`src/rtl/mult_div_unit.sv`:
```
// Iterative MIPS multiply/divide unit holding the HI/LO registers (one result bit per clock).
// Optional macro MDU_FAST_MUL_EN: single-cycle combinational multiply; divide timing unchanged.
module mult_div_unit #(
    parameter int unsigned WIDTH = 32
) (
    input  logic             clk,
    input  logic             rst,
    input  logic             start,
    input  logic [1:0]       op,
    input  logic [WIDTH-1:0] in1,
    input  logic [WIDTH-1:0] in2,
    input  logic             hi_we,
    input  logic             lo_we,
    input  logic [WIDTH-1:0] wdata,
    output logic             busy,
    output logic             done,
    output logic             div_by_zero,
    output logic [WIDTH-1:0] hi,
    output logic [WIDTH-1:0] lo
);

    localparam int unsigned CW = $clog2(WIDTH);
    localparam int unsigned PW = 2 * WIDTH;

    typedef enum logic [1:0] {S_IDLE, S_MUL, S_DIV} state_e;

    state_e           state_q, state_d;
    logic [CW-1:0]    cnt_q, cnt_d;
    logic [WIDTH-1:0] hi_q, hi_d, lo_q, lo_d;
    // acc: partial product upper half / partial remainder; low: multiplier / dividend-quotient
    logic [WIDTH-1:0] acc_q, acc_d, low_q, low_d;
    // opb: multiplicand / divisor magnitude
    logic [WIDTH-1:0] opb_q, opb_d;
    logic             qneg_q, qneg_d, rneg_q, rneg_d;
    logic             busy_q, busy_d, done_q, done_d, dbz_q, dbz_d;

    logic [WIDTH-1:0] abs1, abs2;
    logic [WIDTH:0]   div_shift, div_trial;
    logic             div_ok;
    logic [WIDTH-1:0] div_rem, div_quo;
`ifdef MDU_FAST_MUL_EN
    logic [PW-1:0]    fast_prod;
`else
    logic [WIDTH:0]   mul_sum;
    logic [PW-1:0]    mul_next;
`endif
    logic [PW-1:0]    mul_res;

    always_ff @(posedge clk) begin
        if (rst) begin
            state_q <= S_IDLE;
            cnt_q   <= '0;
            hi_q    <= '0;
            lo_q    <= '0;
            acc_q   <= '0;
            low_q   <= '0;
            opb_q   <= '0;
            qneg_q  <= 1'b0;
            rneg_q  <= 1'b0;
            busy_q  <= 1'b0;
            done_q  <= 1'b0;
            dbz_q   <= 1'b0;
        end else begin
            state_q <= state_d;
            cnt_q   <= cnt_d;
            hi_q    <= hi_d;
            lo_q    <= lo_d;
            acc_q   <= acc_d;
            low_q   <= low_d;
            opb_q   <= opb_d;
            qneg_q  <= qneg_d;
            rneg_q  <= rneg_d;
            busy_q  <= busy_d;
            done_q  <= done_d;
            dbz_q   <= dbz_d;
        end
    end

    always_comb begin
        state_d = state_q;
        cnt_d   = cnt_q;
        hi_d    = hi_q;
        lo_d    = lo_q;
        acc_d   = acc_q;
        low_d   = low_q;
        opb_d   = opb_q;
        qneg_d  = qneg_q;
        rneg_d  = rneg_q;
        done_d  = 1'b0;
        dbz_d   = 1'b0;

        abs1 = (op[0] && in1[WIDTH-1]) ? -in1 : in1;
        abs2 = (op[0] && in2[WIDTH-1]) ? -in2 : in2;

        // Restoring divide step: shift in the next dividend bit, subtract if it fits
        div_shift = {acc_q, low_q[WIDTH-1]};
        div_trial = div_shift - {1'b0, opb_q};
        div_ok    = ~div_trial[WIDTH];
        div_rem   = div_ok ? div_trial[WIDTH-1:0] : div_shift[WIDTH-1:0];
        div_quo   = {low_q[WIDTH-2:0], div_ok};

`ifdef MDU_FAST_MUL_EN
        fast_prod = PW'(opb_q) * PW'(low_q);
        mul_res   = qneg_q ? -fast_prod : fast_prod;
`else
        mul_sum   = {1'b0, acc_q} + (low_q[0] ? {1'b0, opb_q} : '0);
        mul_next  = {mul_sum, low_q[WIDTH-1:1]};
        mul_res   = qneg_q ? -mul_next : mul_next;
`endif

        unique case (state_q)
            S_IDLE: begin
                if (hi_we) hi_d = wdata;
                if (lo_we) lo_d = wdata;
                if (start) begin
                    cnt_d   = '0;
                    acc_d   = '0;
                    qneg_d  = op[0] & (in1[WIDTH-1] ^ in2[WIDTH-1]);
                    rneg_d  = op[0] & in1[WIDTH-1];
                    state_d = op[1] ? S_DIV : S_MUL;
                    opb_d   = op[1] ? abs2 : abs1;
                    low_d   = op[1] ? abs1 : abs2;
                end
            end
            S_MUL: begin
`ifdef MDU_FAST_MUL_EN
                hi_d    = mul_res[PW-1:WIDTH];
                lo_d    = mul_res[WIDTH-1:0];
                done_d  = 1'b1;
                state_d = S_IDLE;
`else
                acc_d = mul_next[PW-1:WIDTH];
                low_d = mul_next[WIDTH-1:0];
                cnt_d = cnt_q + CW'(1);
                if (cnt_q == CW'(WIDTH - 1)) begin
                    hi_d    = mul_res[PW-1:WIDTH];
                    lo_d    = mul_res[WIDTH-1:0];
                    done_d  = 1'b1;
                    cnt_d   = '0;
                    state_d = S_IDLE;
                end
`endif
            end
            S_DIV: begin
                acc_d = div_rem;
                low_d = div_quo;
                cnt_d = cnt_q + CW'(1);
                if (cnt_q == '0 && opb_q == '0) begin
                    done_d  = 1'b1;
                    dbz_d   = 1'b1;
                    cnt_d   = '0;
                    state_d = S_IDLE;
                end else if (cnt_q == CW'(WIDTH - 1)) begin
                    hi_d    = rneg_q ? -div_rem : div_rem;
                    lo_d    = qneg_q ? -div_quo : div_quo;
                    done_d  = 1'b1;
                    cnt_d   = '0;
                    state_d = S_IDLE;
                end
            end
            default: state_d = S_IDLE;
        endcase

        busy_d = (state_d != S_IDLE);
    end

    assign busy        = busy_q;
    assign done        = done_q;
    assign div_by_zero = dbz_q;
    assign hi          = hi_q;
    assign lo          = lo_q;

endmodule
```
`config.mk`:
```
export PLATFORM = sky130hd
export DESIGN_NAME = mult_div_unit
export DESIGN_NICKNAME = d
export VERILOG_FILES = /design/src/rtl/mult_div_unit.sv
export SDC_FILE = /design/constraint.sdc
export NUM_CORES = 1
export LEC_CHECK = 0
export CAP_MARGIN = 5
export CORE_MARGIN = 10
export CORE_UTILIZATION = 60
export DETAILED_ROUTE_END_ITERATION = 12
export PLACE_DENSITY = 0.83
export SETUP_SLACK_MARGIN = 0.15
export SYNTH_ARGS = -nofsm -noshare
export SYNTH_HDL_FRONTEND = slang
export SYNTH_SLANG_ARGS = --single-unit
```
`constraint.sdc`:
```
create_clock -name clk -period 7.59 [get_ports clk]
set_clock_uncertainty 0.15 [all_clocks]
set_input_delay 1.518 -clock clk [delete_from_list [all_inputs] [get_ports clk]]
set_output_delay 1.518 -clock clk [all_outputs]
set_load 0.01 [all_outputs]
```
### Word-level counts from Yosys, hierarchy flattened

Cells that the tools add are included.
W data, S select, Z words.

| storage, ports and cells | value |
|---|---|
| word-level logic and storage cells | 83 |
| register bits after elaboration | 172 |
| output and inout bits | 67 |
| input port bits | 103 |

| cells by class | value |
|---|---|
| muxes and demuxes | 36 |
| bitwise operators | 5 |
| reduce and logical (&&, ||, !) cells | 13 |
| add/sub/neg operators | 8 |
| equality and inequality tests | 9 |

Operators by type and width:

| cell | number |
|---|---|
| $mux W32 | 18 |
| $pmux W32 S3 | 4 |
| $neg A32 Y32 | 4 |
| $mux W64 | 1 |
| $neg A64 Y64 | 1 |
| $add A32 B32 Y33 | 1 |
| $sub A33 B32 Y33 | 1 |
| $logic_not A32 Y1 | 1 |
| $mux W5 | 3 |
| $pmux W5 S3 | 1 |
| $ne A2 B2 Y1 const B | 6 |
| $reduce_and A5 Y1 | 2 |
| $mux W2 | 4 |
| $pmux W2 S3 | 1 |
| $add A5 B1 Y5 const B | 1 |
| $eq A5 B5 Y1 const B | 1 |
| $logic_not A5 Y1 | 1 |
| $reduce_and A2 Y1 | 2 |
| $logic_and A1 B1 Y1 | 3 |
| $mux W1 | 3 |
| $reduce_bool A3 Y1 | 1 |
| $and A1 B1 Y1 | 2 |
| $eq A2 B1 Y1 const B | 1 |
| $eq A2 B2 Y1 const B | 1 |
| other kinds (6) | 7 |

### Logic depth before layout (Yosys ltp)

Gate-level depths: netlist of the first run.

| logic depth | value |
|---|---|
| depth after elaboration | 7 |
| mapped depth | 24 |
| gate-level depth less buffers | 20 |

### Worst setup path after synthesis of the first run

Ideal clock, no wire load.

| timing | value |
|---|---|
| path type | register -> register |
| start point | register low_q[31] |
| end point | register lo_q[16], in the netlist lo[16] |
| period minus slack after synthesis | 4.936 ns |
| stages on the path, launching flop included | 25 |
| data arrival time | 4.659 ns |
| setup time | 0.128 ns |
| required time | 7.312 ns |
| buffers on the path | 4 |
| slack | 2.654 ns |
| cells stage by stage | dfxtp_1 clkbuf_1 inv_1 ha_1 fa_1 nand2b_1 a21oi_1 o22ai_1 o211a_1 o21ai_1 and3_1 buf_2 nor2_1 inv_1 clkbuf_1 clkbuf_1 ha_1 inv_1 nand2_1 nand2_1 xor2_1 a221oi_1 nor3_1 a21oi_1 nor2_1 |

| on the way | value |
|---|---|
| longest elaborated chain between the ends | 7 |

RTL lines:

| item | RTL line | text |
|---|---|---|
| start, declared | 31 | `logic [WIDTH-1:0] acc_q, acc_d, low_q, low_d;` |
| start signal, assigned | 69 | `low_q <= low_d;` |
| $sub A33 B32 Y33 | 97 | `div_trial = div_shift - {1'b0, opb_q};` |
| $not A1 Y1 | 98 | `div_ok = ~div_trial[WIDTH];` |
| $neg A32 Y32 | 155 | `lo_d = qneg_q ? -div_quo : div_quo;` |
| $mux W32 | 155 |  |
| $mux W32 | 153 | `end else if (cnt_q == CW'(WIDTH - 1)) begin` |
| $mux W32 | 148 | `if (cnt_q == '0 && opb_q == '0) begin` |
| $pmux W32 S3 | 111 | `unique case (state_q)` |
| end signal, assigned | 67 | `lo_q <= lo_d;` |
| end, declared | 29 | `logic [WIDTH-1:0] hi_q, hi_d, lo_q, lo_d;` |

Every way passes these cells. The select of a mux whose other input is x is not followed.
A chain may end at the register's enable or synchronous reset.

### Final worst setup path of the first run

Ends and elaborated chain as after synthesis.

==> out/metrics.yaml, run 1 <==
sta:
  fin_setup_tns_ns: 0
  rsz0062_at_grt: "no"
  final-hold-violation-count: 0
  timing.final.crit_period_ns: 6.17
  relSlewSlack_pct: 16.9
  fmax_ghz: 0.162
  setup_viol: 0
  worst_pin_slew_ns: 1.24
  timing.final.ws_setup_ns: 1.42
  timing.hold.ws_ns: 0.301
  slew_viol_final: 0
  finalCritPeriodShare_pct: 81.3
placed_design:
  dp_slack_ns: 1.70
  hpwl_mm: 51.7
  gp_congestion: 1.05
  io_buffers: 169
  place_inst: 2848
floorplan:
  rows: 62
  boundaryPins: 170
  start_util_pct: 60.5
  fp.dieW_um: 190
  die_area_mm2: 0.0361
  core_area_mm2: 0.0286
  die_h_um: 190
critical_path:
  end_kind: "flop"
  crit_buf_inv: 3
  reg2reg_depth: 20
  crit_cells: 20
  cp-start-kind: "flop"
  rrSetupSlack_ns: 1.42
  crit_top_cell: "inv_1"
  cp_cell_sequence: "inv_1, ha_1, fa_1, nand2b_1, a21oi_1, o22ai_1, o211a_1, o21ai_1, and3_1, nor2_2, inv_1, ha_1, inv_1, nand2_1, nand2_1, xor2_1, a221oi_1, nor3_1, a21oi_1, nor2_1"
  cpLargestDelayFamily: "compound AO/OA/AOI/OAI gates"
  path_class: "reg -> reg"
  cp_max_fo: 21
  slowest_delay_ns: 0.68
  crit_path_top_delay_cell: "and3_1"
  crit_arrival_ns: 6.34
  rr_startpoint: "low_q[31]"
  reg2reg_to: "lo[16]"
  cp.required_ns: 7.76
synth:
  synth-main-ff-cell: "dfxtp_1"
  ys_ff_latch: 172
  synth.distinct_cells: 89
  synth_nets: 2652
  ys_seq_area_share_pct: 19.9
  synthArstFlopShare_pct: 0
  synth_area_mm2: 0.0173
  synth_edf_count: 0
  synthCells: 2472
  yosysTopAreaCellShare_pct: 19.9
  yosys-top-cells-area: "dfxtp_1 (20%), a21oi_1 (7.3%), xnor2_1 (7.2%), nand2_1 (6.0%), nor2_1 (6.0%)"
  synth_top_cell_by_area: "dfxtp_1"
  syn_area_per_cell_um2: 7.01
  yosys_warnings: 0
grt:
  grt_max_degree: 93
  grt_pass1_wl_mm: 103
  grt_pass1_vias: 18343
  antenna_found_initial: 3
  gr-total-overflow: 0
  track_usage_pct: 36.0
pwr:
  switching_share_pct: 39.6
  switching_power_uw: 1300
  vdd_ir_drop_max_mv: 0.233
  p_leak_uw: 0.00735
  p_int_uw: 1980
  pwr-share-clk_pct: 28.8
  seq_power_share_pct: 33.3
  combinationalPowerShare_pct: 37.9
  power_density_mw_per_mm2: 168
finish:
  layout_common_cells: "nand2_1 (278), nor2_1 (274), a21oi_1 (252), dfxtp_1 (171), clkdlybuf4s50_1 (167)"
  antenna_cells: 0
  fillCellCount: 2475
  final_common_cell: "nand2_1"
  fin_nets: 2663
  final_util_pct: 68.3
  area_growth_pct: 12.9
  drive_above_1_share_pct: 4.69
  finalNonFillerCells: 2880
flow_run:
  cap_violations: 0
cts:
  root_buffer: "clkbuf_16"
  cts_buffer_depth: 2
  clock_sinks: 172
  h-tree-depth: 4
  ctsHoldBuffers: 0
  cts_resized: 0
  cts_buffers: 17
  worstSkewPairLatency_ns: 0.46
  cts_tree: "built"
  path_clk_slew_ns: 0.07
  post-cts-setup-buffer-count: 0
worst_hold_path:
  min_from: "lo[9]"
  hold_end: "lo[9]"
  hp-class: "reg -> reg"
  whs_path_depth: 2
route:
  drc: 0
  drt_iter0_drc: 2638
  first_pass_iters: 7
  post_drt_wl_per_cell_um: 23.6
  antenna_left: 0
  vias_per_cell: 6.85
  vias: 19732
  routed_wl_mm: 67.9
status:
  status: "finished clean"
## kinds of logic (layout without fill, tap and decap cells)
kind of cell | Yosys count | after routing | share of synthesized area (%)
AOI/OAI and AO/OA | 811 | 811 | 31.3
xor gates and xnor gates | 214 | 214 | 10.8
adders and majority gates | 77 | 77 | 5.65
buffers and inverters | 272 | 296 | 6.05
DFF | 172 | 172 | 19.9
muxes | 42 | 42 | 2.55
and+or+nand+nor | 884 | 884 | 23.8
## stage by stage
stage	instance area [um^2]	total power, uW
after floorplan	17300	1840
after global placement	18900	2290
after detailed placement	18900	2310
after CTS	19600	3240
after global routing	19600	3400
final	19600	3280
## power groups by stage
stage,sequential (uW),combinational (uW),clock [uW]
after global placement,1100,1190,0
final,1090,1240,944
after CTS,1080,1210,944
after detailed placement,1100,1200,0
after floorplan,1060,777,0
after global routing,1100,1320,980
## per-layer routing
metal  track usage [%]  vias to the layer above  wire [um]
met5                 0                        -         31
met4              23.4                        4       4470
met3              6.04                      239       6010
met2              58.3                     1211      31000
met1              43.4                     9218      26400
li1                  -                     9060          -
## worst min-delay path: stages, from the launching register on
cell and delay [ns]:
dfxtp_1 0.31, nand2_1 0.05, a21oi_1 0.05
## area by class of cell
class | count | area [um^2] | share of cell area [%]
clock buffer | 18 | 429 | 2.19
timing repair buffer | 189 | 1830 | 9.38
tap | 384 | 480 | 2.46
clock inverter | 14 | 185 | 0.947
multi-input combinational | 2028 | 12900 | 66.0
sequential | 172 | 3440 | 17.6
inverter | 75 | 282 | 1.44
## flip-flops by register name, summed over array words and instances, names as in the netlist, 2 cells and up
name,cells
acc_q,32
cnt_q,5
hi,32
lo,32
low_q,32
opb_q,32
state_q,2
## cells in the mapped netlist (26+ instances only)
cell type,n
nand2_1,278
nor2_1,276
a21oi_1,253
dfxtp_1,172
clkbuf_1,171
xnor2_1,143
o21ai_0,113
ha_1,75
inv_1,74
xor2_1,71
nor3_1,67
a22oi_1,51
o211ai_1,46
a211oi_1,43
nor4_1,39
or3_1,38
nand3_1,37
o31ai_1,31
a21o_1,29
a221oi_1,26
## how the worst max path moves through the flow
stage / startpoint / to / slack, ns
2_1_floorplan: low_q[31] / lo[16] / 2.65
3_3_place_gp: low_q[31] / lo[16] / 1.91
3_5_place_dp: low_q[0] / hi[28] / 1.70
4_1_cts: low_q[31] / lo[16] / 1.69
5_1_grt: low_q[0] / hi[28] / 0.96
6_report: low_q[31] / lo[16] / 1.42
(Power assumes the default switching activity.)
==> inputs of run 2 (changes only) <==
- CORE_UTILIZATION: 60 -> 54
- PLACE_DENSITY: 0.83 -> 0.79
- clock period: 7.59 -> 5.6 ns (I/O delays scaled with it)
==> run 2 against run 1 <==
Worst hold slack about the same; worst setup slack got worse by 1.0 ns; clock power grew 28%; count of clock-buffer cells in the layout unchanged; largest cell class unchanged; via count rose by 1.1%; power increased by 34%; critical path type unchanged; first-iteration DRC count shrank 7.2%; register-to-register slack got worse by 1.0 ns; fmax increased by 19%; combinational power rose by 38%; wire length is 5.9% higher; critical endpoint is now hi[28].
==> out/metrics.yaml, run 2 (synthesis gave the netlist of run 1 again) <==
status:
  status: "finished clean"
route:
  first_pass_iters: 6  # -1
  post_drt_wl_per_cell_um: 24.6  # +4.3%
  routed_wl_mm: 72.0  # +5.9%
  drc: 0  # unchanged
  vias: 19947  # +1.1%
  antenna_left: 0  # unchanged
  vias_per_cell: 6.82  # -0.43%
  drt_iter0_drc: 2447  # -7.2%
finish:
  drive_above_1_share_pct: 6.11  # +1.4 points
  area_growth_pct: 14.2
  fin_nets: 2690  # +1.0%
  final_util_pct: 62.5  # -5.8 points
  regArea_mm2: 0.00344  # unchanged
  layout_common_cells: "nand2_1 (278), nor2_1 (274), a21oi_1 (251), dfxtp_1 (171), clkdlybuf4s50_1 (167)"
  multi_input_area_mm2: 0.0130  # +0.42%
  fillCellCount: 2972  # +20%
  final_common_cell: "nand2_1"
  antenna_cells: 0  # unchanged
placed_design:
  dp_slack_ns: 0.331  # -1.37 ns
  gp_congestion: 1.05  # +0.11%
  io_buffers: 169  # unchanged
  hpwl_mm: 55.5  # +7.3%
floorplan:
  die_area_mm2: 0.0396  # +9.9%
  core_area_mm2: 0.0316  # +11%
  die_h_um: 199  # +4.8%
  rows: 65  # +4.8%
  fp.dieW_um: 199  # +4.8%
  boundaryPins: 170  # unchanged
  start_util_pct: 54.8  # -5.8 points
cts:
  clock_sinks: 172  # unchanged
  cts_buffer_depth: 2  # unchanged
  path_clk_slew_ns: 0.07  # about the same
  cts_tree: "built"
  ctsHoldBuffers: 0  # unchanged
  root_buffer: "clkbuf_16"
  cts_buffers: 17  # unchanged
  worstSkewPairLatency_ns: 0.45  # about the same
  h-tree-depth: 4  # unchanged
critical_path:
  crit_arrival_ns: 5.35  # -0.99 ns
  cp_max_fo: 5  # -76%
  end_kind: "flop"
  cp-start-kind: "flop"
  path_class: "reg -> reg"
  cp.required_ns: 5.77  # -1.99 ns
  cp_cell_sequence: "and2_1, ha_1, fa_1, or4_1, nor4_2, nand4_1, or3_1, or4_1, nor3_1, nand3b_1, or2_2, o41ai_1, xnor2_1, a221oi_1, o32ai_1"
  cpLargestDelayFamily: "simple AND/OR/NAND/NOR gates"
  crit_top_cell: "or4_1"
  crit_path_top_delay_cell: "or4_1"
  crit_buf_inv: 0  # -3
  slowest_delay_ns: 0.55  # -0.13 ns
grt:
  grt_pass1_vias: 18828  # +2.6%
  grt_pass1_wl_mm: 109  # +5.9%
  antenna_found_initial: 1  # -2
  track_usage_pct: 35.3  # -0.69 points
  gr-total-overflow: 0  # unchanged
  grt_max_degree: 87  # -6.5%
worst_hold_path:
  hp-class: "reg -> reg"
sta:
  rsz0062_at_grt: "no"
  timing.hold.ws_ns: 0.301  # +0.000348 ns
  timing.final.ws_setup_ns: 0.425  # -0.998 ns
  worst_pin_slew_ns: 1.03  # -0.214 ns
  setup_viol: 0  # unchanged
  final-hold-violation-count: 0  # unchanged
  timing.final.crit_period_ns: 5.18  # -0.992 ns
  fin_setup_tns_ns: 0  # unchanged
  slew_viol_final: 0  # unchanged
  finalCritPeriodShare_pct: 92.4  # +11 points
  relSlewSlack_pct: 31.2  # +14 points
  fmax_ghz: 0.193  # +19%
pwr:
  p_leak_uw: 0.00746  # +1.5%
  power_density_mw_per_mm2: 222  # +32%
  vdd_ir_drop_max_mv: 0.226  # -3.1%
flow_run:
  cap_violations: 0  # unchanged
[run 2: cell count changes in the layout (fill, tap and decap cells not counted), moves of 2 or more]
| cell | change |
|---|---|
| ha_1 | -2 |
| buf_4 | +26 |
| a211oi_1 | -2 |
| a211oi_2 | +2 |
| bufinv_16 | -2 |
| ha_2 | +2 |
[run 2: layout make-up]
cell class	count	area share (%)
multi-input combinational	2028	65.5
clock buffer	18	2.17
clock inverter	13	0.670
tap	402	2.54
sequential	172	17.4
inverter	75	1.42
timing repair buffer	216	10.3
[run 2: path summary, 6_finish.rpt]
check,start,endpoint,slack [ns],cells after the start
min reg2reg,lo[7],lo[7],0.30,2
max,low_q[0],hi[28],0.42,15
min,lo[7],lo[7],0.30,2
max reg2reg,low_q[0],hi[28],0.42,15
[run 2: worst register-to-register path, stage by stage (launching register included)]
cell      delay, ns
dfxtp_1        0.42
and2_1         0.16
ha_1           0.21
fa_1           0.50
or4_1          0.55
nor4_2         0.23
nand4_1        0.28
or3_1          0.46
or4_1          0.49
nor3_1         0.21
nand3b_1       0.20
or2_2          0.35
o41ai_1        0.33
xnor2_1        0.11
a221oi_1       0.29
o32ai_1        0.11
[run 2: timing repair]
action | CTS | global route
endpoints found under the setup margin | 0 | 7
buffers inserted | 0 | 0
resized for setup | 0 | 12
[run 2: where the power goes]
group	internal (uW)	switching, uW
clock network	623	587
logic	647	1060
registers	1330	138
total	2600	1790
[run 2: routing by layer]
metal / vias up / global-route usage (%) / wire, um
met5: - / 0 / 13
li1: 9091 / - / -
met4: 2 / 24.6 / 5490
met2: 1247 / 57.5 / 33300
met1: 9312 / 41.2 / 26700
met3: 295 / 6.69 / 6400
[run 2: stage by stage]
step / total power, uW / cell area (um^2) / instances
finish: 4390 / 19800 / 2924
global route: 4560 / 19800 / 2924
CTS: 4330 / 19700 / 2924
detailed placement: 3140 / 19200 / 2893
global placement: 3110 / 19200 / 2893
floorplan: 2500 / 17300 / 2472
